[config.mk]
export PLATFORM = sky130hd
export DESIGN_NAME = div_seq
export DESIGN_NICKNAME = d
export VERILOG_FILES = /design/src/rtl/div_pkg.sv /design/src/rtl/div_step.sv /design/src/rtl/div_seq.sv
export SDC_FILE = /design/constraint.sdc
export NUM_CORES = 1
export LEC_CHECK = 0
export CAP_MARGIN = 40
export CORE_ASPECT_RATIO = 1.1
export CORE_UTILIZATION = 50
export CTS_CLUSTER_DIAMETER = 50
export DETAILED_ROUTE_END_ITERATION = 6
export PLACE_DENSITY = 0.75
export SETUP_SLACK_MARGIN = 0.2
export SYNTH_ARGS = -nofsm -noshare
export SYNTH_HDL_FRONTEND = slang
export SYNTH_SLANG_ARGS = --single-unit
[constraint.sdc]
create_clock -name clk -period 12 [get_ports clk]
set_clock_uncertainty 0.05 [all_clocks]
set_input_delay 3.6 -clock clk [delete_from_list [all_inputs] [get_ports clk]]
set_output_delay 3.6 -clock clk [all_outputs]
set_load 0.1 [all_outputs]
[src/rtl/div_pkg.sv]
// Shared types and constants for the sequential divider.
package div_pkg;

  typedef enum logic [1:0] {IDLE, RUN, DONE} state_t;

  localparam int DIV_WIDTH = 32;
  localparam int DIV_CNT_W = $clog2(DIV_WIDTH);

endpackage

[src/rtl/div_step.sv]
// One restoring shift-subtract iteration of the divider.
module div_step #(
  parameter int WIDTH = 32
) (
  input  logic [WIDTH-1:0] prem,
  input  logic             q_msb,
  input  logic [WIDTH-1:0] divisor,
  output logic [WIDTH-1:0] prem_next,
  output logic             q_bit
);

  logic [WIDTH:0] shifted;
  logic [WIDTH:0] diff;

  // Widened by one bit so the shifted-in MSB of prem is never lost; borrow out means "too small".
  assign shifted   = {prem, q_msb};
  assign diff      = shifted - {1'b0, divisor};
  assign q_bit     = ~diff[WIDTH];
  assign prem_next = q_bit ? diff[WIDTH-1:0] : shifted[WIDTH-1:0];

endmodule

[src/rtl/div_seq.sv]
// Multi-cycle restoring divider with start/busy/done handshake for HI/LO.
// Define DIV_SIGNED_EN to honour the sign input (signed div); otherwise all operations are divu.
module div_seq
  import div_pkg::*;
#(
  parameter int WIDTH = DIV_WIDTH
) (
  input  logic             clk,
  input  logic             rst,
  input  logic             start,
  input  logic             sign,
  input  logic [WIDTH-1:0] A,
  input  logic [WIDTH-1:0] B,
  output logic             busy,
  output logic             done,
  output logic [WIDTH-1:0] quot,
  output logic [WIDTH-1:0] rem,
  output logic             div_zero
);

  localparam int CNT_W = $clog2(WIDTH);

  state_t           state;
  logic [CNT_W-1:0] cnt;
  logic [WIDTH-1:0] prem;
  logic [WIDTH-1:0] q;
  logic [WIDTH-1:0] dvs;
  logic [WIDTH-1:0] a_mag;
  logic [WIDTH-1:0] b_mag;
  logic [WIDTH-1:0] step_prem;
  logic             step_bit;
  logic [WIDTH-1:0] q_fin;
  logic [WIDTH-1:0] fin_quot;
  logic [WIDTH-1:0] fin_rem;

  div_step #(.WIDTH(WIDTH)) u_step (
    .prem      (prem),
    .q_msb     (q[WIDTH-1]),
    .divisor   (dvs),
    .prem_next (step_prem),
    .q_bit     (step_bit)
  );

  // Result of the final iteration, taken straight off the step so DONE costs no extra cycle.
  assign q_fin = {q[WIDTH-2:0], step_bit};

`ifdef DIV_SIGNED_EN
  logic a_neg;
  logic b_neg;
  logic neg_q;
  logic neg_r;

  function automatic logic [WIDTH-1:0] neg_if(input logic [WIDTH-1:0] v, input logic n);
    return n ? (~v + 1'b1) : v;
  endfunction

  assign a_neg    = sign & A[WIDTH-1];
  assign b_neg    = sign & B[WIDTH-1];
  assign a_mag    = neg_if(A, a_neg);
  assign b_mag    = neg_if(B, b_neg);
  assign fin_quot = neg_if(q_fin, neg_q);
  assign fin_rem  = neg_if(step_prem, neg_r);
`else
  logic unused_sign;

  assign unused_sign = sign;
  assign a_mag       = A;
  assign b_mag       = B;
  assign fin_quot    = q_fin;
  assign fin_rem     = step_prem;
`endif

  always_ff @(posedge clk) begin
    if (rst) begin
      state    <= IDLE;
      cnt      <= '0;
      busy     <= 1'b0;
      done     <= 1'b0;
      quot     <= '0;
      rem      <= '0;
      div_zero <= 1'b0;
`ifdef DIV_SIGNED_EN
      neg_q    <= 1'b0;
      neg_r    <= 1'b0;
`endif
    end else begin
      done <= 1'b0;
      case (state)
        IDLE: begin
          if (start) begin
            busy <= 1'b1;
            if (B == '0) begin
              state    <= DONE;
              done     <= 1'b1;
              div_zero <= 1'b1;
              quot     <= '1;
              rem      <= A;
            end else begin
              state    <= RUN;
              div_zero <= 1'b0;
              prem     <= '0;
              q        <= a_mag;
              dvs      <= b_mag;
              cnt      <= CNT_W'(WIDTH - 1);
`ifdef DIV_SIGNED_EN
              neg_q    <= a_neg ^ b_neg;
              neg_r    <= a_neg;
`endif
            end
          end
        end
        RUN: begin
          prem <= step_prem;
          q    <= q_fin;
          if (cnt == '0) begin
            state <= DONE;
            done  <= 1'b1;
            quot  <= fin_quot;
            rem   <= fin_rem;
          end else begin
            cnt <= cnt - 1'b1;
          end
        end
        DONE: begin
          state <= IDLE;
          busy  <= 1'b0;
        end
        default: begin
          state <= IDLE;
          busy  <= 1'b0;
        end
      endcase
    end
  end

endmodule

Word level (Yosys, flattened, before mapping)
Cells that the tools add are included.
Word-level totals
  register bits: 170
  bits of input ports: 68
  output and inout port bits: 67
  word-level logic and storage cells: 62
Cells by class
  $add $sub $neg: 2
  equality and inequality tests: 6
  muxes and demuxes: 29
  bitwise gates (word level): 4
  reduce and logical (&&, ||, !) cells: 11
Operators with widths (number)
  $mux W32: 11
  $pmux W32 S2: 4
  $sub A33 B32 Y33: 1
  $logic_not A32 Y1: 1
  $reduce_and A4 Y1: 4
  $mux W5: 3
  $ne A2 B2 Y1 const B: 5
  $pmux W5 S2: 1
  $mux W2: 3
  $reduce_and A2 Y1: 3
  $logic_not A5 Y1: 1
  $sub A5 B1 Y5 const B: 1
  $mux W1: 4
  $not A1 Y1: 4
  $pmux W1 S2: 2
  $pmux W2 S2: 1
  $eq A2 B1 Y1 const B: 1
  $logic_not A2 Y1: 1
  $reduce_bool A2 Y1: 1

Longest topological paths before layout
Gate-level depths: netlist of the first run.
  word-level depth: 4
  depth in mapped cells: 13
  gate-level depth less buffers: 12

Hierarchy
Synthesis of the first run repeated with hierarchy kept, for this count alone.
Unflattened totals
  cell total of the unflattened synthesis: 946
  area, all modules: 9651.8 µm²
Modules (own cells, without submodules)
  div_seq: instances 1, cells each 641, area an instance 7293.2 µm², sequential area each 4364.2 µm²
  div_step: instances 1, cells each 305, area an instance 2358.5 µm², sequential area each 0.0 µm²

Worst setup path after synthesis of the first run
Ideal clock, no wire load.
  path type: input-to-reg
  from: in rst
  to: reg prem[0] (enable)
  library setup time: 0.565 ns
  arrival time: 8.429 ns
  data required time: 11.385 ns
  setup slack: 2.956 ns
  stages on the path: 3
  buffers on the path: 2
  path through: clkbuf_1 buf_1 nor3_1
Between the ends
  word-level cells in the longest chain between the ends: 2
Ends and longest elaborated chain
  start: declaration: RTL line div_seq.sv:9  | input logic rst,
  $not A1 Y1 (no source line)
  $reduce_and A4 Y1 (no source line)
  end signal: assignment: RTL line div_seq.sv:113  | prem <= step_prem;
  end: declaration: RTL line div_seq.sv:25  | logic [WIDTH-1:0] prem;
No other way between the ends.
A chain may end at the register's enable or synchronous reset.

Worst setup path in the final report of the first run
  from: in B[1]
  to: reg rem[25]
Between the ends
  word-level cells in the longest chain between the ends: 3
Ends and longest elaborated chain
  start: declaration: RTL line div_seq.sv:13  | input logic [WIDTH-1:0] B,
  $logic_not A32 Y1: RTL line div_seq.sv:92  | if (B == '0) begin
  $ne A2 B2 Y1 (no source line)
  $reduce_and A4 Y1 (no source line)
  end signal: assignment: RTL line div_seq.sv:119  | rem <= fin_rem;
  end: declaration: RTL line div_seq.sv:17  | output logic [WIDTH-1:0] rem,
No other way between the ends.

==> results by stage, run 1 <==
Outcome:
- The flow ran to the end, and the final reports show no timing, DRC or antenna violations.

Die:
- In this run the count of I/O pins placed on the die edge is roughly 140.
- Measured along the x axis, the die boundary spans 127.7 um.
- For this configuration, the core starts out at a cell density of slightly above 50%.
- The number of rows in the core area is 50.
- The core region is 17,020 sq um.
- The overall die height is 140.2 um.
- The die covers 17,900 sq um.

Timing:
- The count of pins over their slew limit came to 0.
- The post-layout minimum cycle time is 6594 ps.
- The worst pin sits at a relative slew slack of 39.75%.
- After routing, the total negative slack on setup checks comes to 0 ps.
- Setup violations remaining at the end of the flow were counted as 0.
- The slew at the pin with the worst max-slew slack is 903.8 ps.
- The worst hold margin is 443.9 ps.
- The final-report hold violation count is 0.
- Setup repair after global routing left no endpoint under its margin.
- The final critical path takes up 54.95% of the cycle.
- Static timing analysis puts the maximum clock frequency at between 150 and 200 MHz.
- After layout, the worst setup slack is 5406 ps.

Worst setup path:
- The slowest cell on the critical path is sky130_fd_sc_hd__buf_4.
- Walking the worst path, the cells encountered are clkdlybuf4s50_1, nor4_1, nand4_1, nor2_1, a22o_1, nor2b_4, buf_4, nor2_1, a2111oi_1.
- The kind of capture point of the worst setup path is a flop.
- The most critical setup path has its startpoint at B[1].
- The worst path buffer plus inverter count is 2.
- The required time reported for the critical path endpoint is about 12,000 ps.
- The capture point of the worst reg-to-reg path is prem[21].
- The number of cells on the worst reg-to-reg path is 12.
- The critical path in this run is classified as in2reg.
- On the worst path, the slowest cell contributes a delay of 680 ps.
- Counting buffers and inverters, the worst setup path is 9 cells deep.
- The family with the most delay on the worst path is simple AND/OR/NAND/NOR gates.
- For flop-to-flop paths, the worst setup slack is around 7600 ps.
- In this run the worst path has a maximum fanout of 90.
- By instance count, the cell type seen most on the critical path is sky130_fd_sc_hd__nor2_1.
- The worst setup path is launched from a primary input.
- The timing endpoint of the critical path is rem[25].
- STA puts the critical path data arrival time at 6870 ps.
- The startpoint identified for the worst register-to-register timing path is dvs[0].

Clocking:
- The H-tree depth is 4.
- The TritonCTS sink count is 170.
- The post-CTS setup repair buffer count is 0.
- The later pin in the worst-skew pair is clocked with a latency of around 440 ps.
- The number of buffers on the longest clock path is 2.
- The number of clock buffers added by TritonCTS is 17.
- The number of hold buffers added after CTS was 0.
- Once the clock tree was built, the resizer swapped 0 gates to a different size.
- The clock slew at the register clock pins of the worst setup and hold paths is 70 ps.
- CTS placed an instance of sky130_fd_sc_hd__clkbuf_16 at the clock tree root.
- The CTS tree is yes.

Synthesis:
- The synthesized netlist contains 67 unique library cells.
- The dominant register cell in the synthesized netlist is sky130_fd_sc_hd__edfxtp_1.
- Synthesis produced a netlist whose cell count is around 900.
- During synthesis, Yosys emitted a total of 0 warnings.
- The count of flip-flops with a built-in enable after synthesis is 96.
- The mean post-synth cell area is about 9.6 sq um.
- For this run, asynchronously set or reset flops after synthesis account for 0%.
- The net count after synthesis is a little over 1k.
- The post-synthesis sequential area ratio is around half.
- The summed instance area of the synthesized netlist is 8685 sq um.
- The flop and latch count out of synthesis is 170.

Cells and area:
- The number of fill cells is 1,276.
- Compared with the post-synthesis result, the final layout area differs by 37.44%.
- The area taken by multi-input logic gates is just under 4000 sq um.
- Of the cells placed in the final design, the portion with a size suffix greater than 1 is 12.10%.
- The final net count is 1,180.
- Once layout is complete, the utilization of the core stands at 70.15%.
- With fillers left out, the area of the finished cells amounts to 11,940 sq um.
- The sequential cell area in the final layout is around 4400 sq um.
- Leaving out filler cells and counting taps, the final layout contains 1,325.
- The number of diodes is 0.

Route:
- The vias after detailed routing is 7,409.
- The wire length reported by the detailed router is 23.39 mm.
- The residual antenna-violating net count after detailed routing is 0.
- Dividing the detail-routed via count by the number of cells gives 5.592.
- After the first detailed-routing iteration, the DRC count stood at 623.
- The detailed-router iteration count before antenna repair is 5.
- After detailed routing, the average wire length per cell comes to 17.65 um.
- In the routed design, unresolved DRC markers number 0.

Job:
- The max capacitance violation total is 0.

Global routing:
- The initial antenna violation count is 0.
- The pin count of the biggest net entering global routing is 91.
- The via count of the first global-routing pass came to approximately 7.3k.
- The global-route usage over all layers is 26.77%.
- The aggregate global routing overflow is 0.
- The global-route wire length before repair is 36.90 mm.

Pwr:
- In this run the power density over the cells is 152.1 nW/um^2.
- The leakage component of the power is 4.679 nW.
- VDD sags by at most about 0.00012 V.
- The overall power consumption is 1.816 mW.

Place:
- The number of port buffers is ~130.
- The placed instance count is 1,293.
- Summed over all nets, the half-perimeter wirelength after detailed placement is around 17 mm.
- Prior to clock tree synthesis, the placed netlist has a worst setup slack of 4902 ps.
- Routability-driven placement finished with a final weighted congestion of 0.8708.
- In this run the cell area measured after placement is between 10,000 and 15,000 sq um.

Worst hold path:
- The worst hold path startpoint is quot[30].
- In this run the worst hold path is classified as reg2reg.
[cells in the final DEF, fill, tap and decap left out, types with 19 or more instances in the layout]
master                            instances
sky130_fd_sc_hd__nor2_1                  99
sky130_fd_sc_hd__nor3_1                  69
sky130_fd_sc_hd__clkdlybuf4s50_1        132
sky130_fd_sc_hd__edfxtp_1                96
sky130_fd_sc_hd__inv_1                   42
sky130_fd_sc_hd__buf_8                   54
sky130_fd_sc_hd__a21oi_1                 50
sky130_fd_sc_hd__o21ai_0                 26
sky130_fd_sc_hd__o221a_1                 19
sky130_fd_sc_hd__dfxtp_1                 74
sky130_fd_sc_hd__nand2_1                141
sky130_fd_sc_hd__mux2i_1                 26
sky130_fd_sc_hd__ha_1                    33
[final cells by class]
| type | count | share of cell area, % |
|---|---|---|
| clock buffers | 18 | 3.679 |
| inverters | 43 | 1.352 |
| multi-input cells | 637 | 33.06 |
| clock inverters | 14 | 1.258 |
| well taps | 234 | 2.453 |
| flip-flops and latches | 170 | 36.56 |
| repair buffers | 209 | 21.64 |
[power breakdown]
group,total [mW],internal [mW],switching [mW]
Combinational,0.562,0.215,0.347
Clock,0.552,0.300,0.252
Sequential,0.701,0.672,0.0289
[how the worst min path moves through the flow]
stage	endpoint	depth (start not counted)
detailed placement	cnt[4]	2
global placement	cnt[4]	2
global route	quot[15]	2
floorplan	cnt[4]	2
finish	quot[30]	2
CTS	cnt[4]	2
[routing by layer]
layer | track usage (%) | vias up | routed length, um
met5 | 0 | - | 0
met4 | 13.62 | 0 | 925
met3 | 4.202 | 63 | 931
met2 | 47.25 | 250 | 12040
met1 | 31.39 | 3506 | 9484
li1 | - | 3590 | -
[synthesized netlist by cell type (9+ instances only)]
cell,count,area [sq um]
sky130_fd_sc_hd__nand2_1,141,529.3
sky130_fd_sc_hd__nor2_1,100,375.4
sky130_fd_sc_hd__edfxtp_1,96,2883
sky130_fd_sc_hd__dfxtp_1,74,1481
sky130_fd_sc_hd__nor3_1,70,350.3
sky130_fd_sc_hd__a21oi_1,50,250.2
sky130_fd_sc_hd__inv_1,42,157.7
sky130_fd_sc_hd__ha_1,33,412.9
sky130_fd_sc_hd__clkbuf_1,30,112.6
sky130_fd_sc_hd__mux2i_1,26,260.3
sky130_fd_sc_hd__o21ai_0,26,130.1
sky130_fd_sc_hd__o221a_1,19,214.0
sky130_fd_sc_hd__a21o_1,18,135.1
sky130_fd_sc_hd__xnor2_1,17,148.9
sky130_fd_sc_hd__xor2_1,14,122.6
sky130_fd_sc_hd__buf_2,13,65.06
sky130_fd_sc_hd__nor4_1,10,62.56
sky130_fd_sc_hd__nand3_1,9,45.04
sky130_fd_sc_hd__nand4_1,9,56.30
sky130_fd_sc_hd__nor2b_1,9,56.30
[cell families (layout without fill, tap and decap cells)]
family / Yosys count / after routing / share of synthesized area [%]
compound gates: 170 / 170 / 14.34
xor+xnor: 33 / 33 / 3.631
fa+ha+maj: 34 / 34 / 4.985
buf+inv: 97 / 284 / 4.596
flops: 170 / 170 / 50.25
mux: 28 / 28 / 3.256
simple gates: 372 / 372 / 18.95
[tightest hold or removal path, cell delays in order, from the launching register on]
cell and delay (ps):
sky130_fd_sc_hd__dfxtp_1 310, sky130_fd_sc_hd__nor2_1 90, sky130_fd_sc_hd__nor3_1 50
[sequential cells by signal, indices dropped and copies added (netlist names)]
register	flops
div_zero	1
cnt	5
done	1
quot	32
prem	32
q	32
state	2
rem	32
dvs	32
busy	1
Power figures use the tool's default switching activity.
==> run 2, diff against run 1 <==
- clock period: 12 -> 6.25 ns (I/O delays scaled with it)
==> run 2 against run 1 <==
Effect of this change: global-route usage about the same; cell count unchanged; design area down 0.17%; non-clock buffer count unchanged; largest cell class unchanged; largest power group unchanged; highest routed layer unchanged.
==> results by stage, run 2 (synthesis gave the netlist of run 1 again) <==
Outcome:
- The run finished with clean final reports.

Clocking:
- The clock slew at the register clock pins of the worst setup and hold paths is 70 ps (about the same).
- The number of buffers created by CTS is 17 (unchanged).
- TritonCTS built the clock tree.
- CTS placed an instance of sky130_fd_sc_hd__clkbuf_16 at the clock tree root.
- The TritonCTS sink count was 170 (unchanged).
- The number of buffers on the longest clock path is 2 (unchanged).
- The number of buffers inserted for hold repair after clock tree synthesis is 0 (unchanged).
- The source-to-sink clock delay at the later pin of the worst-skew pair came to 430 ps (about the same).
- The H-tree depth is 4 (unchanged).
- The post-CTS setup repair buffer count is 0 (unchanged).
- The number of gates given a new drive strength after cts is 0 (unchanged).

Route:
- The residual antenna-violating net count after detailed routing is 0 (unchanged).
- The number of vias per cell is 5.577 (-0.26%).
- The total DRC errors in the routed layout is 0 (unchanged).
- The wire length reported by the detailed router was 23.35 mm (-0.15%).
- The vias after detailed routing is 7,390 (-0.26%).
- The detailed-router iteration count before antenna repair is 5 (unchanged).
- The starting DRC count in detailed routing was 541 (-13%).
- The wire length per cell is 17.62 um (-0.15%).

Timing:
- The headroom to the max-slew limit came to 44.92% (+5.2 points).
- The setup slack of the critical path after layout was 1708 ps (-3697 ps).
- Static timing analysis puts the maximum clock frequency at 220.2 MHz.
- The share of the clock period used by the worst path after layout is 72.67%.
- Setup repair after global routing left no endpoint under its margin.
- The final number of setup-violating endpoints is 0 (unchanged).
- The worst hold margin is 441.6 ps (-2.339 ps).
- The final total negative setup slack is 0 ps (unchanged).
- The slew at the pin with the worst max-slew slack is 821.1 ps (-82.71 ps).
- The final-report hold violation count is 0 (unchanged).
- The count of pins over their slew limit was 0 (unchanged).
- The post-layout minimum cycle time is 4542 ps.

Place:
- The post-place setup slack is 1234 ps (-3668 ps).
- The number of port buffers came to 133 (unchanged).
- The placed instance count is 1,293 (unchanged).
- The total half-perimeter wirelength after legalization and detailed placement was 17.03 mm (-0.37%).
- The final weighted congestion in routability-driven placement was 0.8805 (+1.1%).
- The instance area at placement came to 11,350 sq um (about the same).

Die:
- The overall die height is 140.2 um (unchanged).
- The die area is 17,900 sq um (unchanged).
- The floorplan die width came to 127.7 um (unchanged).
- The boundary pin count came to 135 (unchanged).
- The total core area is 17,020 sq um (unchanged).
- The number of rows in the core area came to 50 (unchanged).
- The initial standard-cell utilization of the core is 51.04% (unchanged).

Cells and area:
- The post-layout utilization of the core is 70.03% (-0.12 points).
- The final net count was 1,180 (unchanged).
- Relative to the synthesized area, the layout overhead comes to 37.21%.
- The share of layout cells above drive strength 1 was 12.01% (-0.092 points).
- The commonest non-fill, non-tap cell in the layout is sky130_fd_sc_hd__nand2_1.
- The number of diodes came to 0 (unchanged).
- The area of all placed cells without fillers is 11,920 sq um (-0.17%).
- In the layout the commonest cells are sky130_fd_sc_hd__nand2_1 (141), sky130_fd_sc_hd__clkdlybuf4s50_1 (132), sky130_fd_sc_hd__nor2_1 (99).
- The final standard cell count with taps included and fillers excluded was 1,325 (unchanged).

Worst setup path:
- The slack of the worst reg-to-reg path is 2490 ps (-5140 ps).
- STA classifies the critical path startpoint as a primary input.
- The most critical setup path has its startpoint at B[1].
- In this run the worst setup path terminates at rem[27].
- The worst setup path is captured at a flop.
- The critical path is of the in2reg type.
- The worst path arrival time was 4800 ps (-2070 ps).
- In this run the critical register-to-register path is captured at prem[21].
- The maximum fanout count along the critical path was 90 (unchanged).
- In this run the critical register-to-register path is launched from dvs[0].
- The number of cells on the worst reg-to-reg path was 12 (unchanged).
- The required time reported for the critical path endpoint is 6510 ps (-5770 ps).

Job:
- The max capacitance violation total is 0 (unchanged).

Global routing:
- The global-route wire length before repair is 37.09 mm (+0.52%).
- The global-route usage over all layers is 26.77% (about the same).
- The via count of the first global-routing pass is 7,300 (-0.33%).
- The aggregate global routing overflow came to 0 (unchanged).
- The pin count of the biggest net entering global routing is 91 (unchanged).
- The initial antenna violation count is 0 (unchanged).

Pwr:
- The leakage component of the power is 4.660 nW (-0.42%).
- The worst supply voltage drop on vdd is 0.0002241 V (+81%).
- The total power density per cell area is 289.2 nW/um^2 (+90%).
- The overall power consumption is 3.447 mW (+90%).

Worst hold path:
- In this run the worst hold path is classified as reg2reg.
[run 2: cell types whose count changed in the layout (fill, tap and decap cells not counted), sizes merged]
cell	before	now
clkinv	3	4
bufinv	1	0
clkinvlp	2	3
inv	51	50
[run 2: routing by layer]
layer	global-route usage, %	vias to the layer above	share of wire [%]
met5	0	-	0
li1	-	3594	-
met1	31.63	3518	41
met4	11.21	0	3.3
met3	4.966	52	4.1
met2	47.54	226	52
[run 2: layout make-up]
class | count | area (sq um)
Tap cell | 234 | 292.8
Inverter | 43 | 161.4
Timing Repair Buffer | 209 | 2582
Clock buffer | 18 | 429.2
Multi-Input combinational cell | 637 | 3953
Fill cell | 1282 | 5100
Sequential cell | 170 | 4364
Clock inverter | 14 | 133.9
[run 2: how the worst min path moves through the flow]
stage	from	to	slack [ps]	cells past startpoint
floorplan	cnt[4]	cnt[4]	410	2
global placement	cnt[4]	cnt[4]	420	2
detailed placement	cnt[4]	cnt[4]	440	2
CTS	quot[28]	quot[28]	450	2
global route	quot[28]	quot[28]	470	2
finish	quot[28]	quot[28]	440	2
[run 2: critical path, stage by stage]
cell and delay [ps]:
sky130_fd_sc_hd__clkdlybuf4s50_1 440, sky130_fd_sc_hd__nor4_1 590, sky130_fd_sc_hd__nand4_1 340, sky130_fd_sc_hd__nor2_1 360, sky130_fd_sc_hd__a22o_1 250, sky130_fd_sc_hd__nor2b_4 180
sky130_fd_sc_hd__buf_12 320, sky130_fd_sc_hd__nor2_1 70, sky130_fd_sc_hd__a2111oi_1 370
[run 2: power breakdown]
group	total (mW)	switching, mW	internal [mW]
clock	1.02	0.492	0.527
sequential	1.35	0.0545	1.29
combinational	1.08	0.667	0.416
